### config.mk
export PLATFORM = sky130hd
export DESIGN_NAME = mem_read_sched_flat
export DESIGN_NICKNAME = d
export VERILOG_FILES = /design/src/rtl/mem_stream_pkg.sv /design/src/rtl/mem_read_sched_if.sv /design/src/rtl/mem_read_sched_nonempty_next.sv /design/src/rtl/mem_read_sched.sv /design/src/flat_wrapper.sv
export SDC_FILE = /design/constraint.sdc
export NUM_CORES = 1
export LEC_CHECK = 0
export CORE_UTILIZATION = 31
export CTS_CLUSTER_SIZE = 40
export DETAILED_ROUTE_END_ITERATION = 16
export GPL_TIMING_DRIVEN = 0
export PLACE_DENSITY = 0.55
export SYNTH_ARGS = -nofsm -noshare
export SYNTH_HDL_FRONTEND = slang
export SYNTH_SLANG_ARGS = --single-unit
### constraint.sdc
create_clock -name clk -period 4.2 [get_ports clk]
set_input_delay 0.84 -clock clk [delete_from_list [all_inputs] [get_ports clk]]
set_output_delay 0.84 -clock clk [all_outputs]
set_load 0.005 [all_outputs]
### src/rtl/mem_stream_pkg.sv
// Shared definitions for the memory output stream: port geometry, mux select
// codes and the read-scheduler state/tag types.
package mem_stream_pkg;
  localparam int NPORT     = 12;
  localparam int NBITS_ENT = 6;
  localparam int PTR_W     = 4;

  localparam logic [3:0] SEL_IDLE = 4'b0000;
  localparam logic [3:0] SEL_HDR  = 4'b1111;

  typedef enum logic [1:0] {IDLE, HEADER, READ} state_t;

  typedef struct packed {
    logic [3:0] sel;
    logic [2:0] bx;
  } tag_t;

  // The mux reserves 1010 and 1110, so ports 9..11 step over 1010.
  function automatic logic [3:0] port_to_sel(input logic [PTR_W-1:0] p);
    if (p < 4'd9)       return p + 4'd1;
    else if (p < 4'd12) return p + 4'd2;
    else                return SEL_IDLE;
  endfunction
endpackage

### src/rtl/mem_read_sched_if.sv
// Control/stream bundle between the BX sequencer, the scheduler and the mux.
interface mem_read_sched_if;
  import mem_stream_pkg::*;

  logic                          start;
  logic [2:0]                    bx_in;
  logic [NPORT*NBITS_ENT-1:0]    nent;
  logic [NPORT-1:0]              rd_en;
  logic [NBITS_ENT-1:0]          rd_addr;
  logic [2:0]                    rd_bx;
  logic [3:0]                    sel;
  logic [2:0]                    bx_out;
  logic                          busy;
  logic                          trunc;

  modport master (
    output start, bx_in, nent,
    input  rd_en, rd_addr, rd_bx, sel, bx_out, busy, trunc
  );

  modport slave (
    input  start, bx_in, nent,
    output rd_en, rd_addr, rd_bx, sel, bx_out, busy, trunc
  );
endinterface

### src/rtl/mem_read_sched_nonempty_next.sv
// Finds the lowest non-empty port strictly above cur, or from port 0 when
// first is set; none flags that no such port exists.
module nonempty_next
  import mem_stream_pkg::*;
(
  input  logic [NPORT-1:0] mask,
  input  logic [PTR_W-1:0] cur,
  input  logic             first,
  output logic [PTR_W-1:0] idx,
  output logic             none
);
  always_comb begin
    idx  = '0;
    none = 1'b1;
    // Descending scan so the lowest qualifying port wins.
    for (int i = NPORT - 1; i >= 0; i--) begin
      if (mask[i] && (first || i > int'(cur))) begin
        idx  = PTR_W'(i);
        none = 1'b0;
      end
    end
  end
endmodule

### src/rtl/mem_read_sched.sv
// Per-BX read scheduler: one header slot, then one read per clock over the
// non-empty ports, with the mux select delayed to line up with read data.
module mem_read_sched
  import mem_stream_pkg::*;
#(
  parameter int RD_LAT    = 1,
  parameter int MAX_SLOTS = 100
) (
  input logic             clk,
  input logic             reset_n,
  mem_read_sched_if.slave bus
);
  localparam int CNT_W = $clog2(MAX_SLOTS + 1);

  state_t                          state;
  logic [NPORT-1:0][NBITS_ENT-1:0] nent_in, nent_q;
  logic [NPORT-1:0]                mask_in, mask_q;
  logic [PTR_W-1:0]                ptr;
  logic [NPORT-1:0]                rd_en_q;
  logic [NBITS_ENT-1:0]            addr_q;
  logic [2:0]                      rd_bx_q;
  logic [CNT_W-1:0]                slots;
  logic                            busy_q, trunc_q;
  tag_t                            iss;
  tag_t [RD_LAT-1:0]               pipe;

  assign nent_in = bus.nent;
  for (genvar p = 0; p < NPORT; p++) begin : g_mask
    assign mask_in[p] = |nent_in[p];
  end

  logic             nx_first, nx_none;
  logic [PTR_W-1:0] nx_idx;
  assign nx_first = (state == HEADER);

  nonempty_next u_next (
    .mask  (mask_q),
    .cur   (ptr),
    .first (nx_first),
    .idx   (nx_idx),
    .none  (nx_none)
  );

  logic                 port_done, go, cut;
  logic [PTR_W-1:0]     go_p;
  logic [NBITS_ENT-1:0] go_a;
  assign port_done = (addr_q == nent_q[ptr] - NBITS_ENT'(1));

  always_comb begin
    go   = 1'b0;
    go_p = ptr;
    go_a = addr_q + NBITS_ENT'(1);
    if (state == HEADER || (state == READ && port_done)) begin
      go   = !nx_none;
      go_p = nx_idx;
      go_a = '0;
    end else if (state == READ) begin
      go = 1'b1;
    end
  end
  // Only a slot that would actually be issued can exhaust the budget.
  assign cut = go && (slots == CNT_W'(MAX_SLOTS));

  always_ff @(posedge clk or negedge reset_n) begin
    if (!reset_n) begin
      state   <= IDLE;
      nent_q  <= '0;
      mask_q  <= '0;
      ptr     <= '0;
      rd_en_q <= '0;
      addr_q  <= '0;
      rd_bx_q <= '0;
      slots   <= '0;
      busy_q  <= 1'b0;
      trunc_q <= 1'b0;
      iss     <= '0;
      pipe    <= '0;
    end else begin
      pipe[0] <= iss;
      for (int i = 1; i < RD_LAT; i++) pipe[i] <= pipe[i-1];
      trunc_q <= 1'b0;
      if (bus.start) begin
        // A start mid-burst abandons whatever the old BX had left.
        trunc_q <= (state != IDLE);
        state   <= HEADER;
        nent_q  <= nent_in;
        mask_q  <= mask_in;
        rd_bx_q <= bus.bx_in - 3'd1;
        iss     <= '{sel: SEL_HDR, bx: bus.bx_in - 3'd1};
        rd_en_q <= '0;
        addr_q  <= '0;
        slots   <= CNT_W'(1);
        busy_q  <= 1'b1;
      end else if (go && !cut) begin
        state   <= READ;
        ptr     <= go_p;
        addr_q  <= go_a;
        rd_en_q <= NPORT'(1) << go_p;
        iss     <= '{sel: port_to_sel(go_p), bx: rd_bx_q};
        slots   <= slots + CNT_W'(1);
        busy_q  <= 1'b1;
      end else begin
        state   <= IDLE;
        rd_en_q <= '0;
        addr_q  <= '0;
        iss     <= '0;
        busy_q  <= 1'b0;
        trunc_q <= cut;
      end
    end
  end

  assign bus.rd_en   = rd_en_q;
  assign bus.rd_addr = addr_q;
  assign bus.rd_bx   = rd_bx_q;
  assign bus.sel     = pipe[RD_LAT-1].sel;
  assign bus.bx_out  = pipe[RD_LAT-1].bx;
  assign bus.busy    = busy_q;
  assign bus.trunc   = trunc_q;
endmodule
### src/flat_wrapper.sv
// flat-port wrapper written by rule: the top's interface ports become plain ports
module mem_read_sched_flat import mem_stream_pkg::*;
#(
  parameter int RD_LAT    = 1,
  parameter int MAX_SLOTS = 100
)
  (clk, reset_n, bus_start, bus_bx_in, bus_nent, bus_rd_en, bus_rd_addr, bus_rd_bx, bus_sel, bus_bx_out, bus_busy, bus_trunc);
  mem_read_sched_if bus_i ();
  input logic clk;
  input logic reset_n;
  input wire logic [$bits(bus_i.start)-1:0] bus_start;
  input wire logic [$bits(bus_i.bx_in)-1:0] bus_bx_in;
  input wire logic [$bits(bus_i.nent)-1:0] bus_nent;
  output wire logic [$bits(bus_i.rd_en)-1:0] bus_rd_en;
  output wire logic [$bits(bus_i.rd_addr)-1:0] bus_rd_addr;
  output wire logic [$bits(bus_i.rd_bx)-1:0] bus_rd_bx;
  output wire logic [$bits(bus_i.sel)-1:0] bus_sel;
  output wire logic [$bits(bus_i.bx_out)-1:0] bus_bx_out;
  output wire logic [$bits(bus_i.busy)-1:0] bus_busy;
  output wire logic [$bits(bus_i.trunc)-1:0] bus_trunc;
  assign bus_i.start = bus_start;
  assign bus_i.bx_in = bus_bx_in;
  assign bus_i.nent = bus_nent;
  assign bus_rd_en = bus_i.rd_en;
  assign bus_rd_addr = bus_i.rd_addr;
  assign bus_rd_bx = bus_i.rd_bx;
  assign bus_sel = bus_i.sel;
  assign bus_bx_out = bus_i.bx_out;
  assign bus_busy = bus_i.busy;
  assign bus_trunc = bus_i.trunc;
  mem_read_sched #(.RD_LAT(RD_LAT), .MAX_SLOTS(MAX_SLOTS)) u_core (.clk(clk), .reset_n(reset_n), .bus(bus_i));
endmodule
==> impl_metrics.toml, run 1 <==
[cells_and_area]
multiInputGateArea_um2 = 3010
nFillCells = 1928
seqCellArea_um2 = 3350
drive_above_1_share_pct = 19.5
utilization_pct = 42.6
fin_nets = 773
mostFrequentLayoutCells = "dfrtp_1, clkdlybuf4s50_1, mux2_2"
stdcell_count = 966
area_delta_synth_final_pct = 33.6
diodes = 0
stdcell_area_um2 = 8670
final_common_cell = "dfrtp_1"

[global_routing]
grt_pass1_wl_um = 27700
first_global_vias = 5092
antenna_found_initial = 0
grt_overflow = 0
grt_use_total_pct = 17.0
grt_max_degree = 77

[floorplan]
die_area_um2 = 21500
die_x_um = 147
coreArea_um2 = 20400
io_pins = 108
dieHeight_um = 147
initial_utilization_pct = 31.9
num_rows = 52

[min_path]
hold_path_end = "u_core.bus.sel[3]"
hold_path_class = "reg -> reg"
holdPathStages = 0
min_from = "u_core.iss[6]"

[routing]
ant_nets = 0
drt-initial-drc-count = 306
routed_wl_um = 17200
viasPerCell = 4.99
wire_per_inst_um = 17.8
first_pass_iters = 4
drcViolationCount = 0
via_count = 4825

[yosys]
synth_cells = 554
avgSynthCellArea_um2 = 11.7
yosys-top-cells-area = "dfrtp_1, mux2_2, mux2i_1"
synth_edf_count = 0
synth.distinct_cells = 59
synth-seq-cells = 134
seq_area_frac_synth_pct = 51.7
synth_nets = 643
yosysWarnings = 0
synth_area_um2 = 6490
synthArstFlopShare_pct = 100
ys.flop_type = "dfrtp_1"
yosysTopAreaCell = "dfrtp_1"
synth_top_area_share_pct = 51.7

[place]
dp_hpwl_um = 13000
post-place-cells = 932
routabilityCongestion = 0.821
io_buffers = 107
post_dp_cell_area_um2 = 7930

[critical_path]
cp.arrival_ns = 4.26
r2r_start = "u_core.ptr[1]"
crit_slowest_cell = "or3b_1"
cp-end-kind = "flop"
cp_cell_sequence = "buf_6 -> or3b_1 -> o22ai_1 -> a31oi_4 -> ha_1 -> xnor2_1 -> xnor2_1 -> nand4b_1 -> nor4_4 -> a21oi_4 -> mux2i_4 -> inv_1 -> ha_1 -> nor2b_1 -> a211o_1 -> o21ai_1"
critPathKind = "reg -> reg"
ff2ff_path_depth = 16
path_buf_inv = 2
cpPeakStageDelay_ns = 0.47
required_ns = 4.53
crit_fanout = 10
regToRegEndpoint = "u_core.iss[6]"
critical-path-top-delay-family = "compound AO/OA/AOI/OAI gates"
critPathLaunchType = "flop"
regToRegSetupSlack_ns = 0.27

[clock_tree]
cts_buffers = 17
clk_pin_slew_worst_paths_ns = 0.05
clk_latency_ns = 0.42
cts.htree.levels = 4
cts_max_path_buffers = 2
cts_sinks = 134
cts_tree = "built"
root_buffer = "clkbuf_16"
cts.hold.buffers_added = 0

[power]
power_density_nw_per_um2 = 505
peakVddDrop_mv = 0.313
power_mw = 4.38
p_leak_nw = 3.59

[timing]
setup_viol = 0
min_period_ns = 3.93
hold_viol_final = 0
finalCritPeriodShare_pct = 93.6
fmax_mhz = 254
tightestPinTransition_ns = 0.809
rsz0062_at_grt = "no"
max_slew_margin_pct = 46.0
slew_viol_final = 0
fin_skew_ns = 0.00935

[outcome]
status = "complete, no violations"

[flow_run]
max-cap-violations = 0
==> metrics by stage <==
step / setup slack, ns / hold slack [ns] / TNS (ns)
CTS: 0.0139 / 0.347 / 0
finish: 0.267 / 0.347 / 0
global route: 0.00565 / 0.354 / 0
detailed placement: -0.267 / 0.335 / -0.800
global placement: -2.93 / 0.334 / -392.79
floorplan: 0.563 / 0.331 / 0
==> final cells by class <==
class,instances,share of cell area [%]
repair buffers,111,12.9
clock buffers,24,5.67
multi-input cells,378,34.8
well taps,270,3.90
clock inverters,7,1.63
flip-flops and latches,134,38.7
plain buffers,31,1.92
inverters,11,0.476
==> where the power goes <==
group	total, mW	internal, mW	switching (mW)
Sequential	1.48	1.41	0.0670
Clock	1.60	1.05	0.541
Combinational	1.30	0.588	0.717
Total	4.38	3.06	1.33
==> synth_stat cells (3+ instances only) <==
library cell and instances:
dfrtp_1 134, mux2_2 74, nor2_1 42, mux2i_1 36, nand2_1 24, a21oi_1 22, clkbuf_1 22, a31oi_1 17
nand3_1 13, nor4_1 13, ha_1 11, inv_1 10, o21ai_0 9, o22ai_1 9, and3_1 8, nor2b_1 7
xnor2_1 7, xor2_1 7, a22oi_1 6, nand2b_1 6, and2_1 5, nand3b_1 5, buf_2 4, buf_6 4
nor3b_1 4, o31ai_1 4, or4_1 4, a21o_1 3, a221o_1 3, a31oi_2 3, mux4_2 3, nor3_1 3
==> cells by family (layout without fill, tap and decap cells) <==
kind of cell	Yosys count	in the layout	synth area share, %
buffers and inverters	42	184	3.14
adder cells (fa/ha/maj)	11	11	2.12
AO/OA/AOI/OAI	96	96	10.2
flip-flops	134	134	51.7
multiplexers	113	113	19.4
AND/OR/NAND/NOR	144	144	11.6
XOR/XNOR	14	14	1.89
==> flip-flops by register name (all words and copies together) (netlist names) <==
register and flops:
u_core.bus.busy 1, u_core.bus.bx_out 3, u_core.bus.rd_addr 6, u_core.bus.rd_bx 3, u_core.bus.rd_en 12, u_core.bus.sel 4, u_core.bus.trunc 1, u_core.iss 7
u_core.mask_q 12, u_core.nent_q 72, u_core.ptr 4, u_core.slots 7, u_core.state 2
==> worst max-delay path by stage <==
stage / startpoint / endpoint / slack [ns] / depth (start not counted)
5_1_grt: u_core.ptr[1] / u_core.iss[6] / 0.006 / 17
3_5_place_dp: u_core.ptr[1] / u_core.iss[6] / -0.27 / 17
2_1_floorplan: u_core.ptr[1] / u_core.iss[5] / 0.56 / 15
6_report: u_core.ptr[1] / u_core.iss[6] / 0.27 / 16
3_3_place_gp: reset_n / u_core.nent_q[18] / -2.93 / 1
4_1_cts: u_core.ptr[1] / u_core.iss[5] / 0.01 / 16
==> timing repair <==
action,in CTS,in global routing
gates cloned,0,0
endpoints found under the setup margin,4,31
resized for setup,6,9
pin swaps,0,1
buffers inserted,0,3
==> per-layer routing <==
layer | vias to the layer above | wire (µm) | GRT usage (%)
met1 | 2392 | 7720 | 21.9
met3 | 21 | 663 | 3.35
li1 | 2292 | - | -
met4 | 0 | 295 | 6.25
met2 | 120 | 8540 | 28.1
met5 | - | 0 | 0
No activity file was read; power rests on OpenSTA's default activity.
==> run 2: changes to the inputs <==
--- a/config.mk
+++ b/config.mk
@@ -5,11 +5,13 @@
 export SDC_FILE = /design/constraint.sdc
 export NUM_CORES = 1
 export LEC_CHECK = 0
+export CELL_PAD_IN_SITES_DETAIL_PLACEMENT = 1
+export CELL_PAD_IN_SITES_GLOBAL_PLACEMENT = 1
 export CORE_UTILIZATION = 31
 export CTS_CLUSTER_SIZE = 40
 export DETAILED_ROUTE_END_ITERATION = 16
 export GPL_TIMING_DRIVEN = 0
-export PLACE_DENSITY = 0.55
+export PLACE_DENSITY = 0.65
 export SYNTH_ARGS = -nofsm -noshare
 export SYNTH_HDL_FRONTEND = slang
 export SYNTH_SLANG_ARGS = --single-unit
==> run 2 against run 1 <==
Against the previous run: final area decreased by 0.94%; wire length up 8.9%; critical path depth is 1 lower; largest cell class unchanged.
==> impl_metrics.toml, run 2 (synthesized netlist as in run 1, its figures left out) <==
[cells_and_area]
top_register = "u_core.nent_q"
fin_nets = 775
area_delta_synth_final_pct = 32.3
drive_above_1_share_pct = 19.5
largest_reg_flops = 72
mostFrequentLayoutCells = "dfrtp_1, clkdlybuf4s50_1, mux2_2"
diodes = 0
final_common_cell = "dfrtp_1"

[power]
peakVddDrop_mv = 0.271
p_leak_nw = 3.55
power_density_nw_per_um2 = 492

[critical_path]
cpPeakStageDelay_ns = 0.47
path_depth = 15
crit_slowest_cell = "or3b_1"
crit_fanout = 10
critPathLaunchType = "flop"
cp-end-kind = "flop"
required_ns = 4.47
critPathKind = "reg -> reg"
cp.arrival_ns = 4.23
ff2ff_path_depth = 15
path_buf_inv = 3
critical-path-top-delay-family = "compound AO/OA/AOI/OAI gates"
cp_cell_sequence = "buf_6 -> or3b_1 -> o22ai_1 -> a31oi_4 -> ha_1 -> xnor2_1 -> xnor2_1 -> nand4b_1 -> nor4_4 -> a21oi_4 -> o32a_1 -> buf_2 -> buf_2 -> o31ai_1 -> a21oi_1"

[routing]
routed_wl_um = 18700
viasPerCell = 5.10
drcViolationCount = 0
via_count = 4937
ant_nets = 0
first_pass_iters = 4
wire_per_inst_um = 19.4
drt-initial-drc-count = 188

[timing]
max_slew_margin_pct = 47.8
fin_setup_tns_ns = 0
setup_viol = 0
slew_viol_final = 0
tightestPinTransition_ns = 0.784
hold_ws_ns = 0.344
hold_viol_final = 0
fin_skew_ns = 0.0129
finalCritPeriodShare_pct = 94.3
fmax_mhz = 252
min_period_ns = 3.96

[clock_tree]
cts_buffers = 17
cts_sinks = 134
clk_latency_ns = 0.43
cts.hold.buffers_added = 0
root_buffer = "clkbuf_16"
cts_tree = "built"
clk_pin_slew_worst_paths_ns = 0.06
cts_max_path_buffers = 2
cts.htree.levels = 4

[place]
routabilityCongestion = 0.802
io_buffers = 107
dp_hpwl_um = 14000

[min_path]
hold_path_class = "reg -> reg"
holdPathStages = 0

[global_routing]
grt_max_degree = 79
grt_overflow = 0
grt_use_total_pct = 18.3
first_global_vias = 5438
grt_pass1_wl_um = 29900
antenna_found_initial = 0

[floorplan]
num_rows = 52
die_x_um = 147
initial_utilization_pct = 31.9
dieHeight_um = 147
die_area_um2 = 21500
io_pins = 108
coreArea_um2 = 20400

[flow_run]
max-cap-violations = 0

[outcome]
status = "complete, no violations"
[run 2: timing repair]
item | in CTS | in global routing
setup buffers | 0 | 4
resized for setup | 9 | 3
cloned | 0 | 1
pin swaps | 1 | 1
setup endpoints to repair | 9 | 11
[run 2: worst paths after layout]
check                         startpoint  slack [ns]           endpoint
max                        u_core.ptr[1]        0.24    u_core.slots[3]
max in group asynchronous        reset_n        3.05   u_core.nent_q[4]
min in group asynchronous        reset_n        0.38  u_core.bus.sel[3]
max reg2reg                u_core.ptr[1]        0.24    u_core.slots[3]
min reg2reg                u_core.iss[5]        0.34  u_core.bus.sel[2]
min                        u_core.iss[5]        0.34  u_core.bus.sel[2]
[run 2: per-layer routing]
metal  global-route usage [%]  share of wire [%]  vias to the layer above
met5                        0                  0                        -
met3                     3.82                3.8                       25
li1                         -                  -                     2282
met1                     22.5                 43                     2512
met2                     31.3                 50                      118
met4                     7.08                2.3                        0
[run 2: area by class of cell]
class / instances / area (µm²)
Buffer: 31 / 166
Clock buffer: 21 / 440
Clock inverter: 10 / 108
Fill cell: 2180 / 11800
Inverter: 11 / 41.3
Multi-Input combinational cell: 379 / 3010
Sequential cell: 134 / 3350
Tap cell: 270 / 338
Timing Repair Buffer: 112 / 1130
[run 2: per-stage QoR]
step	power (mW)	util, %	instance area [µm²]	setup WS (ns)	instances
2_1_floorplan	2.31	-	6490	0.563	554
3_3_place_gp	2.72	38.8	7900	-2.97	931
3_5_place_dp	2.77	38.9	7930	-0.364	932
4_1_cts	4.23	41.9	8520	0.103	963
5_1_grt	4.46	42.2	8590	-0.00660	968
6_report	4.23	42.2	8590	0.239	968
[run 2: power breakdown]
group / switching, mW / total [mW] / internal, mW
clock: 0.551 / 1.41 / 0.863
combinational: 0.736 / 1.33 / 0.592
sequential: 0.0725 / 1.49 / 1.41
total: 1.36 / 4.23 / 2.87
[run 2: worst register-to-register path, delay by kind of cell, from the launching register on]
| kind | cells | cell delay (ns) |
|---|---|---|
| simple gates | 3 | 0.92 |
| buf+inv | 3 | 0.56 |
| xor+xnor | 2 | 0.33 |
| compound gates | 6 | 1.37 |
| flops | 1 | 0.37 |
| fa+ha+maj | 1 | 0.27 |
==> run 3: changes to the inputs <==
--- a/config.mk
+++ b/config.mk
@@ -14,4 +14,5 @@
 export PLACE_DENSITY = 0.65
 export SYNTH_ARGS = -nofsm -noshare
 export SYNTH_HDL_FRONTEND = slang
+export SYNTH_HIERARCHICAL = 1
 export SYNTH_SLANG_ARGS = --single-unit
==> run 3 against run 2 <==
Against the previous run: sequential share of layout area down 2.3 points; wire length increased by 6.6%; sequential cell count unchanged; via count rose by 5.5%; combinational power up 91%; sequential power up 6%; cell count is 3.5% higher; core utilization grew 0.98 points; worst setup slack worse by 0.23 ns; synthesized cell count up 2.2%; non-clock buffer count up 14; die area grew 3.9%; largest power group is now combinational cells.
==> impl_metrics.toml, run 3 <==
[critical_path]
critPathKind = "reg -> reg"
cp-end-kind = "flop"
required_ns = 4.53
crit_path_start = "u_core/ptr[0]"
crit_slowest_cell = "mux4_2"
r2r_start = "u_core/ptr[0]"
critPathLaunchType = "flop"
cp.arrival_ns = 4.52
crit_fanout = 5
cpPeakStageDelay_ns = 0.55
cp_cell_sequence = "buf_8 -> mux4_2 -> and2_4 -> a211o_1 -> inv_2 -> ha_4 -> nor2_2 -> mux2_4 -> a211o_1 -> buf_6 -> a211oi_4 -> o31ai_4 -> inv_2 -> ha_4 -> mux4_2 -> o211a_1 -> o21ai_1"

[cells_and_area]
drive_above_1_share_pct = 27.2
fin_nets = 804
diodes = 0
utilization_pct = 43.1
multiInputGateArea_um2 = 3300
top_register = "u_core/nent_q"
nFillCells = 2229
stdcell_area_um2 = 9130
largest_reg_flops = 72
area_delta_synth_final_pct = 35.2
seqCellArea_um2 = 3350
mostFrequentLayoutCells = "dfrtp_1, clkdlybuf4s50_1, mux2_2"
final_common_cell = "dfrtp_1"
stdcell_count = 1002

[clock_tree]
cts_buffers = 17
clk_pin_slew_worst_paths_ns = 0.06
clk_latency_ns = 0.42
cts_sinks = 134
cts.hold.buffers_added = 0
cts_max_path_buffers = 2
cts_tree = "built"
root_buffer = "clkbuf_16"
cts.htree.levels = 4

[timing]
fin_skew_ns = 0.0117
slew_viol_final = 0
hold_viol_final = 0
rsz0062_at_grt = "yes"
tightestPinTransition_ns = 0.743
min_period_ns = 4.19
hold_ws_ns = 0.350
fmax_mhz = 239
setup_viol = 0
max_slew_margin_pct = 50.5
finalCritPeriodShare_pct = 99.7
setup_ws_ns = 0.0110

[flow_run]
max-cap-violations = 0

[routing]
first_pass_iters = 4
viasPerCell = 5.20
routed_wl_um = 20000
ant_nets = 0
drcViolationCount = 0
wire_per_inst_um = 19.9
via_count = 5211
drt-initial-drc-count = 223

[yosys]
yosys-top-cells-count = "dfrtp_1, mux2_2, nor2_1"
yosysTopAreaCell = "dfrtp_1"
yosysMostFrequentCell = "dfrtp_1"
yosysWarnings = 6
synth_top_area_share_pct = 49.7
synth-seq-cells = 134
avgSynthCellArea_um2 = 11.9
synth_area_um2 = 6750
ys.flop_type = "dfrtp_1"
synth_cells = 566
seq_area_frac_synth_pct = 49.7
yosys-top-cells-area = "dfrtp_1, mux2_2, mux4_2"
synth.distinct_cells = 68
synth_edf_count = 0
synthArstFlopShare_pct = 100
synth_nets = 656

[place]
post_dp_cell_area_um2 = 8190
routabilityCongestion = 0.823
dp_hpwl_um = 14900
post-place-cells = 949
io_buffers = 107
place_ws_ns = -0.785

[min_path]
min_from = "u_core/iss[2]"
hold_path_class = "reg -> reg"

[floorplan]
num_rows = 53
initial_utilization_pct = 31.9
dieHeight_um = 150
die_area_um2 = 22400
coreArea_um2 = 21200
io_pins = 108
die_x_um = 150

[power]
internal_power_mw = 3.63
switching_share_pct = 35.6
pwr-share-comb_pct = 45.1
p_leak_nw = 3.70
peakVddDrop_mv = 0.332
power_density_nw_per_um2 = 617
pwr-share-clk_pct = 26.9
seqPwrFrac_pct = 28.0
power_switching_mw = 2.00

[global_routing]
grt_use_total_pct = 18.8
antenna_found_initial = 0
first_global_vias = 5708
grt_overflow = 0
grt_pass1_wl_um = 31700
grt_max_degree = 70

[outcome]
status = "complete, no violations"
## run 3: what timing repair did
action,in CTS,in global routing
setup buffers,12,10
pin swaps,7,12
gates resized for setup,20,25
endpoints found under the setup margin,38,22
## run 3: area by class of cell
type / instances / share of cell area [%]
Multi-Input combinational cell: 386 / 36.2
Inverter: 18 / 0.768
Sequential cell: 134 / 36.8
Tap cell: 275 / 3.77
Buffer: 27 / 1.99
Clock buffer: 23 / 5.24
Timing Repair Buffer: 130 / 13.9
Clock inverter: 9 / 1.36
## run 3: power by group through the flow
| stage | Combinational [mW] | Sequential (mW) | Clock [mW] |
|---|---|---|---|
| floorplan | 1.41 | 1.55 | 0 |
| global placement | 1.98 | 1.58 | 0 |
| detailed placement | 2.05 | 1.59 | 0 |
| CTS | 2.28 | 1.58 | 1.56 |
| global route | 2.72 | 1.60 | 1.61 |
| finish | 2.54 | 1.58 | 1.52 |
## run 3: kinds of logic (layout without fill, tap and decap cells)
kind of cell             count (synthesis)  in the layout  share of synthesized area [%]
AND/OR/NAND/NOR                        167            167                           13.6
XOR/XNOR                                10             10                           1.30
buffers and inverters                   46            207                           3.34
adder cells (fa/ha/maj)                 12             12                           2.22
flip-flops                             134            134                           49.7
multiplexers                           104            104                           19.8
AO/OA/AOI/OAI                           93             93                           10.0
## run 3: layer usage
| metal | up-vias | share of wire (%) | global-route usage, % | wire length [µm] |
|---|---|---|---|---|
| li1 | 2378 | - | - | - |
| met2 | 131 | 50 | 32.3 | 9960 |
| met3 | 18 | 3.7 | 3.75 | 737 |
| met4 | 0 | 1.5 | 5.56 | 299 |
| met1 | 2684 | 45 | 23.8 | 8980 |
| met5 | - | 0 | 0 | 0 |
## run 3: path summary, 6_finish.rpt
kind | end | slack, ns | depth (start not counted)
min in group asynchronous | u_core/slots[3] | 0.42 | 1
worst min-delay path | u_core/bus.bx_out[2] | 0.35 | 0
worst min register to register | u_core/bus.bx_out[2] | 0.35 | 0
worst max register to register | u_core/iss[3] | 0.01 | 17
max in group asynchronous | u_core/nent_q[4] | 3.03 | 2
worst max-delay path | u_core/iss[3] | 0.01 | 17
## run 3: per-stage QoR
| step | TNS (ns) | total power, mW |
|---|---|---|
| after floorplan | 0 | 2.96 |
| after detailed placement | -13.04 | 3.64 |
| after global routing | -0.193 | 5.93 |
| final | 0 | 5.63 |
| after global placement | -394.03 | 3.56 |
| after CTS | 0 | 5.42 |
## run 3: worst max-delay path: cells and delay by family (launching register included)
family,cells,cell delay [ns]
adder cells (fa/ha/maj),2,0.33
flip-flops,1,0.40
AO/OA/AOI/OAI,6,1.50
buffers and inverters,4,0.50
multiplexers,3,1.13
AND/OR/NAND/NOR,2,0.23
